**src/rtl/spi_mem_arbiter_pkg.sv**
```systemverilog
// Shared types and constants for the SPI memory arbiter slice.
package spi_mem_pkg;
    localparam int ADDR_W          = 8;
    localparam int DATA_W          = 8;
    localparam int TIMEOUT_CYC_DEF = 1024;

    typedef enum logic [1:0] {
        ST_IDLE = 2'd0,
        ST_BUSY = 2'd1,
        ST_RESP = 2'd2
    } state_e;
endpackage

```
**src/rtl/spi_mem_arbiter_if.sv**
```systemverilog
// Requester-side and spi_top-side signals of the arbiter; slave = arbiter view.
interface spi_mem_arbiter_if;
    import spi_mem_pkg::*;

    logic              req0_valid, req0_wr, req0_ready, req0_done, req0_error;
    logic [ADDR_W-1:0] req0_addr;
    logic [DATA_W-1:0] req0_din, req0_dout;
    logic              req1_valid, req1_wr, req1_ready, req1_done, req1_error;
    logic [ADDR_W-1:0] req1_addr;
    logic [DATA_W-1:0] req1_din, req1_dout;

    logic              spi_req, spi_wr, spi_done, spi_error;
    logic [ADDR_W-1:0] spi_addr;
    logic [DATA_W-1:0] spi_din, spi_dout;

    modport slave (
        input  req0_valid, req0_wr, req0_addr, req0_din,
        output req0_ready, req0_done, req0_error, req0_dout,
        input  req1_valid, req1_wr, req1_addr, req1_din,
        output req1_ready, req1_done, req1_error, req1_dout,
        output spi_req, spi_wr, spi_addr, spi_din,
        input  spi_done, spi_error, spi_dout
    );

    modport master (
        output req0_valid, req0_wr, req0_addr, req0_din,
        input  req0_ready, req0_done, req0_error, req0_dout,
        output req1_valid, req1_wr, req1_addr, req1_din,
        input  req1_ready, req1_done, req1_error, req1_dout,
        input  spi_req, spi_wr, spi_addr, spi_din,
        output spi_done, spi_error, spi_dout
    );
endinterface

```
**src/rtl/spi_mem_arbiter_rr_arb2.sv**
```systemverilog
// Two-input round-robin grant generator; last grant is updated only on upd_i.
module spi_rr_arb2 (
    input  logic       clk,
    input  logic       rstn,
    input  logic [1:0] req_i,
    input  logic       upd_i,
    output logic [1:0] gnt_o,
    output logic       gnt_idx_o
);
    logic last_q, last_d;
    logic idx;

    always_comb begin
        idx = 1'b0;
        if (req_i[0] && req_i[1]) begin
            idx = ~last_q;
        end else if (req_i[1]) begin
            idx = 1'b1;
        end
        last_d = upd_i ? idx : last_q;
    end

    assign gnt_idx_o = idx;
    assign gnt_o     = {idx, ~idx} & {2{|req_i}};

    // Reset points at requester 1 so requester 0 wins the first contest.
    always_ff @(posedge clk) begin
        if (!rstn) begin
            last_q <= 1'b1;
        end else begin
            last_q <= last_d;
        end
    end
endmodule

```
**src/rtl/spi_mem_arbiter.sv**
```systemverilog
// Arbitrates two requesters onto a single spi_top operation slot with timeout.
//   state | meaning
//   IDLE  | no operation outstanding, grant on any valid
//   BUSY  | operation presented to spi_top, waiting for spi_done or timeout
//   RESP  | done pulse to the granted requester
module spi_mem_arbiter
    import spi_mem_pkg::*;
#(
    parameter int TIMEOUT_CYC = TIMEOUT_CYC_DEF,
    parameter int TO_W        = 11
) (
    input logic              clk,
    input logic              rstn,
    spi_mem_arbiter_if.slave bus
);
    localparam logic [1:0]      IDLE    = ST_IDLE;
    localparam logic [1:0]      BUSY    = ST_BUSY;
    localparam logic [1:0]      RESP    = ST_RESP;
    localparam logic [TO_W-1:0] TO_LAST = TO_W'(TIMEOUT_CYC - 1);

    logic [1:0]              state_q, state_d;
    logic [TO_W-1:0]         to_cnt_q, to_cnt_d;
    logic                    sel_q, sel_d;
    logic                    wr_q, wr_d;
    logic [ADDR_W-1:0]       addr_q, addr_d;
    logic [DATA_W-1:0]       din_q, din_d;
    logic [1:0][DATA_W-1:0]  dout_q, dout_d;
    logic [1:0]              err_q, err_d;
    logic [1:0]              gnt;
    logic                    gnt_idx;
    logic                    accept;

    spi_rr_arb2 u_arb (
        .clk       (clk),
        .rstn      (rstn),
        .req_i     ({bus.req1_valid, bus.req0_valid}),
        .upd_i     (accept),
        .gnt_o     (gnt),
        .gnt_idx_o (gnt_idx)
    );

    always_comb begin
        state_d  = state_q;
        to_cnt_d = to_cnt_q;
        sel_d    = sel_q;
        wr_d     = wr_q;
        addr_d   = addr_q;
        din_d    = din_q;
        dout_d   = dout_q;
        err_d    = err_q;
        accept   = 1'b0;
        case (state_q)
            IDLE: begin
                if (bus.req0_valid || bus.req1_valid) begin
                    accept   = 1'b1;
                    sel_d    = gnt_idx;
                    wr_d     = gnt_idx ? bus.req1_wr   : bus.req0_wr;
                    addr_d   = gnt_idx ? bus.req1_addr : bus.req0_addr;
                    din_d    = gnt_idx ? bus.req1_din  : bus.req0_din;
                    to_cnt_d = '0;
                    state_d  = BUSY;
                end
            end
            BUSY: begin
                // A real completion on the last allowed cycle beats the timeout.
                if (bus.spi_done) begin
                    dout_d[sel_q] = bus.spi_dout;
                    err_d[sel_q]  = bus.spi_error;
                    state_d       = RESP;
                end else if (to_cnt_q == TO_LAST) begin
                    dout_d[sel_q] = '0;
                    err_d[sel_q]  = 1'b1;
                    state_d       = RESP;
                end else begin
                    to_cnt_d = to_cnt_q + 1'b1;
                end
            end
            RESP:    state_d = IDLE;
            default: state_d = IDLE;
        endcase
    end

    always_ff @(posedge clk) begin
        if (!rstn) begin
            state_q  <= IDLE;
            to_cnt_q <= '0;
            sel_q    <= 1'b0;
            wr_q     <= 1'b0;
            addr_q   <= '0;
            din_q    <= '0;
            dout_q   <= '0;
            err_q    <= '0;
        end else begin
            state_q  <= state_d;
            to_cnt_q <= to_cnt_d;
            sel_q    <= sel_d;
            wr_q     <= wr_d;
            addr_q   <= addr_d;
            din_q    <= din_d;
            dout_q   <= dout_d;
            err_q    <= err_d;
        end
    end

    assign bus.req0_ready = rstn & accept & gnt[0];
    assign bus.req1_ready = rstn & accept & gnt[1];
    assign bus.req0_done  = rstn & (state_q == RESP) & ~sel_q;
    assign bus.req1_done  = rstn & (state_q == RESP) & sel_q;
    assign bus.req0_error = err_q[0];
    assign bus.req1_error = err_q[1];
    assign bus.req0_dout  = dout_q[0];
    assign bus.req1_dout  = dout_q[1];
    assign bus.spi_req    = (state_q == BUSY);
    assign bus.spi_wr     = wr_q;
    assign bus.spi_addr   = addr_q;
    assign bus.spi_din    = din_q;
endmodule

```
**src/flat_wrapper.sv**
```systemverilog
// flat-port wrapper written by rule: the top's interface ports become plain ports
module spi_mem_arbiter_flat import spi_mem_pkg::*;
#(
    parameter int TIMEOUT_CYC = TIMEOUT_CYC_DEF,
    parameter int TO_W        = 11
)
  (clk, rstn, bus_req0_valid, bus_req0_wr, bus_req0_addr, bus_req0_din, bus_req0_ready, bus_req0_done, bus_req0_error, bus_req0_dout, bus_req1_valid, bus_req1_wr, bus_req1_addr, bus_req1_din, bus_req1_ready, bus_req1_done, bus_req1_error, bus_req1_dout, bus_spi_req, bus_spi_wr, bus_spi_addr, bus_spi_din, bus_spi_done, bus_spi_error, bus_spi_dout);
  spi_mem_arbiter_if bus_i ();
  input logic clk;
  input logic rstn;
  input wire logic [$bits(bus_i.req0_valid)-1:0] bus_req0_valid;
  input wire logic [$bits(bus_i.req0_wr)-1:0] bus_req0_wr;
  input wire logic [$bits(bus_i.req0_addr)-1:0] bus_req0_addr;
  input wire logic [$bits(bus_i.req0_din)-1:0] bus_req0_din;
  output wire logic [$bits(bus_i.req0_ready)-1:0] bus_req0_ready;
  output wire logic [$bits(bus_i.req0_done)-1:0] bus_req0_done;
  output wire logic [$bits(bus_i.req0_error)-1:0] bus_req0_error;
  output wire logic [$bits(bus_i.req0_dout)-1:0] bus_req0_dout;
  input wire logic [$bits(bus_i.req1_valid)-1:0] bus_req1_valid;
  input wire logic [$bits(bus_i.req1_wr)-1:0] bus_req1_wr;
  input wire logic [$bits(bus_i.req1_addr)-1:0] bus_req1_addr;
  input wire logic [$bits(bus_i.req1_din)-1:0] bus_req1_din;
  output wire logic [$bits(bus_i.req1_ready)-1:0] bus_req1_ready;
  output wire logic [$bits(bus_i.req1_done)-1:0] bus_req1_done;
  output wire logic [$bits(bus_i.req1_error)-1:0] bus_req1_error;
  output wire logic [$bits(bus_i.req1_dout)-1:0] bus_req1_dout;
  output wire logic [$bits(bus_i.spi_req)-1:0] bus_spi_req;
  output wire logic [$bits(bus_i.spi_wr)-1:0] bus_spi_wr;
  output wire logic [$bits(bus_i.spi_addr)-1:0] bus_spi_addr;
  output wire logic [$bits(bus_i.spi_din)-1:0] bus_spi_din;
  input wire logic [$bits(bus_i.spi_done)-1:0] bus_spi_done;
  input wire logic [$bits(bus_i.spi_error)-1:0] bus_spi_error;
  input wire logic [$bits(bus_i.spi_dout)-1:0] bus_spi_dout;
  assign bus_i.req0_valid = bus_req0_valid;
  assign bus_i.req0_wr = bus_req0_wr;
  assign bus_i.req0_addr = bus_req0_addr;
  assign bus_i.req0_din = bus_req0_din;
  assign bus_req0_ready = bus_i.req0_ready;
  assign bus_req0_done = bus_i.req0_done;
  assign bus_req0_error = bus_i.req0_error;
  assign bus_req0_dout = bus_i.req0_dout;
  assign bus_i.req1_valid = bus_req1_valid;
  assign bus_i.req1_wr = bus_req1_wr;
  assign bus_i.req1_addr = bus_req1_addr;
  assign bus_i.req1_din = bus_req1_din;
  assign bus_req1_ready = bus_i.req1_ready;
  assign bus_req1_done = bus_i.req1_done;
  assign bus_req1_error = bus_i.req1_error;
  assign bus_req1_dout = bus_i.req1_dout;
  assign bus_spi_req = bus_i.spi_req;
  assign bus_spi_wr = bus_i.spi_wr;
  assign bus_spi_addr = bus_i.spi_addr;
  assign bus_spi_din = bus_i.spi_din;
  assign bus_i.spi_done = bus_spi_done;
  assign bus_i.spi_error = bus_spi_error;
  assign bus_i.spi_dout = bus_spi_dout;
  spi_mem_arbiter #(.TIMEOUT_CYC(TIMEOUT_CYC), .TO_W(TO_W)) u_core (.clk(clk), .rstn(rstn), .bus(bus_i));
endmodule
```
**config.mk**
```make
export PLATFORM = sky130hd
export DESIGN_NAME = spi_mem_arbiter_flat
export DESIGN_NICKNAME = d
export VERILOG_FILES = /design/src/rtl/spi_mem_arbiter_pkg.sv /design/src/rtl/spi_mem_arbiter_if.sv /design/src/rtl/spi_mem_arbiter_rr_arb2.sv /design/src/rtl/spi_mem_arbiter.sv /design/src/flat_wrapper.sv
export SDC_FILE = /design/constraint.sdc
export NUM_CORES = 1
export LEC_CHECK = 0
export CAP_MARGIN = 30
export CORE_ASPECT_RATIO = 1.1
export CORE_MARGIN = 10
export CORE_UTILIZATION = 45
export CTS_BUF_LIST = sky130_fd_sc_hd__clkbuf_4 sky130_fd_sc_hd__clkbuf_8
export CTS_CLUSTER_DIAMETER = 60
export CTS_CLUSTER_SIZE = 12
export DETAILED_ROUTE_END_ITERATION = 10
export PLACE_DENSITY = 0.82
export SYNTH_ARGS = -nofsm -noshare
export SYNTH_HDL_FRONTEND = slang
export SYNTH_SLANG_ARGS = --single-unit
```
**constraint.sdc**
```tcl
create_clock -name clk -period 2.1 [get_ports clk]
set_input_delay 0.525 -clock clk [delete_from_list [all_inputs] [get_ports clk]]
set_output_delay 0.525 -clock clk [all_outputs]
set_load 0.05 [all_outputs]
```
==> results.yml <==
sta:
  slew-limit-headroom_pct: 63.6
  final_max_slew_viol_count: 0
  max_freq_mhz: 499
  tightest_slew_ns: 0.545
  fin_skew_ns: 0.00736
  setup_viol: 0
  finalHoldViolCount: 0
  timing.final.ws_setup_ns: 0.0945
  min_period_ns: 2.01
  fin_crit_sh_pct: 95.5
  setup_tns_ns: 0
  rsz0062_at_grt: "no"
critical_path:
  critPathKind: "reg -> out"
  crit_path_cell_trace: "clkdlybuf4s50_1"
  end_kind: "output pin"
  worst-path-max-fanout: 2
  reg2reg_depth: 5
  slowest_stage: "clkdlybuf4s50_1"
  worst-path-stages: 1
  rr_startpoint: "u_core.state_q[0]"
  slowest_delay_ns: 0.84
  crit_buf_inv: 1
  start_kind: "flip-flop"
  crit_family: "buffers and inverters"
  worstSetupStartpoint: "u_core.bus.req0_dout[6]"
  cp_data_required_time_ns: 1.57
  cp.arrival_ns: 1.48
die:
  num_rows: 27
  coreArea_sq_mm: 0.00493
  die-height_um: 94.4
  ios: 88
  die_area_sq_mm: 0.00828
  initial_utilization_pct: 46.0
  die_x_um: 87.7
global_route:
  grt_max_degree: 36
  grt_pass1_wl_um: 10600
  antenna_found_initial: 0
  track_usage_pct: 15.6
  grt_pass1_vias: 2264
  gr-total-overflow: 0
place:
  portBuffers: 87
  hpwl_um: 4930
  gp_congestion: 0.842
  dp_slack_ns: -0.148
run_status:
  status: "finished, final reports clean"
cells_and_area:
  n_antenna_cell: 0
  layout_common_cells: "clkdlybuf4s50_1 (76), dfxtp_1 (50), nor2_1 (22), a21oi_1 (22), buf_4 (21)"
  area_growth_pct: 52.9
  final_util_pct: 70.3
  mostFrequentLayoutCell: "clkdlybuf4s50_1"
  nets: 395
  layout-drive-gt1-share_pct: 15.3
clocking:
  cts_sinks: 50
  cts_inserted_buffers: 5
  htree_levels: 2
  clock_latency_ns: 0.31
  cts-root-buf: "clkbuf_8"
  cts.reportedPaths.clkPinSlew_ns: 0.09
  postCtsHoldBufs: 0
  clock_path_buffers: 2
  tritoncts: "built"
synthesis:
  synthesis.nets: 303
  synth_cells: 254
  synthesis.area_sq_mm: 0.00227
  yosysTopAreaCellShare_pct: 44.2
  synth.avg_cell_area_sq_um: 8.93
  yosysSeqAreaShare_pct: 44.2
  synth-seq-cells: 50
  synth_area_leaders: "dfxtp_1 (44%), mux2i_1 (7.5%), a211oi_1 (5.6%)"
  synth-edff-count: 0
  async_flop_share_pct: 0
  ys_types: 42
  yosys_warnings: 0
  synth_top_area_cell: "dfxtp_1"
  synthFlopType: "dfxtp_1"
min_path:
  hold_class: "reg -> reg"
  worstHoldPathCells: 1
  hp-start: "u_core.to_cnt_q[9]"
pwr:
  powerDensity_mw_per_mm2: 729
  ir_drop_mv: 0.368
  p_leak_nw: 1.28
routing:
  detail-route-antenna-nets: 0
  route.detailed.drc: 0
  wl_um: 6470
  wl_per_cell_um: 16.0
  drt_iter0_markers: 179
  vias: 2247
  firstDrtPassIters: 4
  via_per_inst: 5.55
run:
  drv_cap: 0
==> logic make-up after synthesis <==
kind of cell | Yosys count | share of synthesized area [%]
AO/OA/AOI/OAI | 82 | 24.5
AND/OR/NAND/NOR | 80 | 17.7
flip-flops | 50 | 44.2
buffers and inverters | 24 | 5.63
multiplexers | 17 | 7.51
adder cells (fa/ha/maj) | 1 | 0.552
==> registers in the layout (all words and copies together) (netlist names) <==
signal,count
u_core.bus.spi_addr,8
u_core.to_cnt_q,11
u_core.bus.req0_dout,8
u_core.state_q,2
u_core.u_arb.last_q,1
u_core.err_q,2
u_core.bus.req1_dout,8
u_core.bus.spi_wr,1
u_core.sel_q,1
u_core.bus.spi_din,8
==> synth_stat cells, types with 2 or more instances <==
library cell and n:
a211oi_1 17, a21bo_2 2, a21oi_1 22, a31oi_1 2
and2_1 3, and3_1 2, and4_1 2, buf_2 5
buf_4 2, buf_6 3, clkbuf_1 9, clkinv_1 2
dfxtp_1 50, mux2i_1 17, nand2_1 8, nand2b_1 4
nand3_1 20, nor2_1 24, nor3_1 7, nor3b_1 2
o21ai_0 19, o221a_2 5, o311ai_0 4, o41ai_1 4
or3_1 2
==> metal layers <==
layer | wire, um | part of all wire [%] | global-route usage [%]
met3 | 822 | 13 | 9.65
met4 | 146 | 2.3 | 5.85
met1 | 2530 | 39 | 17.5
met2 | 2970 | 46 | 23.5
met5 | 0 | 0 | 0
==> layout make-up <==
| type | count | area, sq um |
|---|---|---|
| fill | 366 | 1470 |
| tap | 58 | 72.6 |
| timing repair buffer | 106 | 1060 |
| multi-input combinational | 180 | 1180 |
| clock buffer | 6 | 82.6 |
| clock inverter | 2 | 60.1 |
| inverter | 3 | 11.3 |
| sequential | 50 | 1000 |
==> path summary, 6_finish.rpt <==
check	to	slack, ns
max	bus_req0_dout[6]	0.09
min	u_core.to_cnt_q[9]	0.48
max reg2reg	u_core.to_cnt_q[5]	0.26
min reg2reg	u_core.to_cnt_q[9]	0.48
==> where the power goes <==
part / internal (W) / switching, W / total, W
Sequential: 0.00100 / 0.0000364 / 0.00104
Combinational: 0.000279 / 0.000380 / 0.000659
Clock: 0.000508 / 0.000320 / 0.000828
Total: 0.00179 / 0.000736 / 0.00253
==> repair_timing <==
item                       4_1_cts  5_1_grt
buffers inserted                 0        2
setup endpoints to repair        3        3
gates resized for setup          5        4
gates cloned                     0        0
pin swaps                        1        1
==> stage by stage <==
| step | cells | hold slack [ns] | cell area, sq um | power [W] |
|---|---|---|---|---|
| CTS | 403 | 0.480 | 3440 | 0.00254 |
| detailed placement | 395 | 0.469 | 3280 | 0.00171 |
| global placement | 395 | 0.457 | 3280 | 0.00170 |
| finish | 405 | 0.476 | 3470 | 0.00253 |
| global route | 405 | 0.501 | 3470 | 0.00262 |
| floorplan | 254 | 0.430 | 2280 | 0.00143 |
Power figures use the tool's default switching activity.
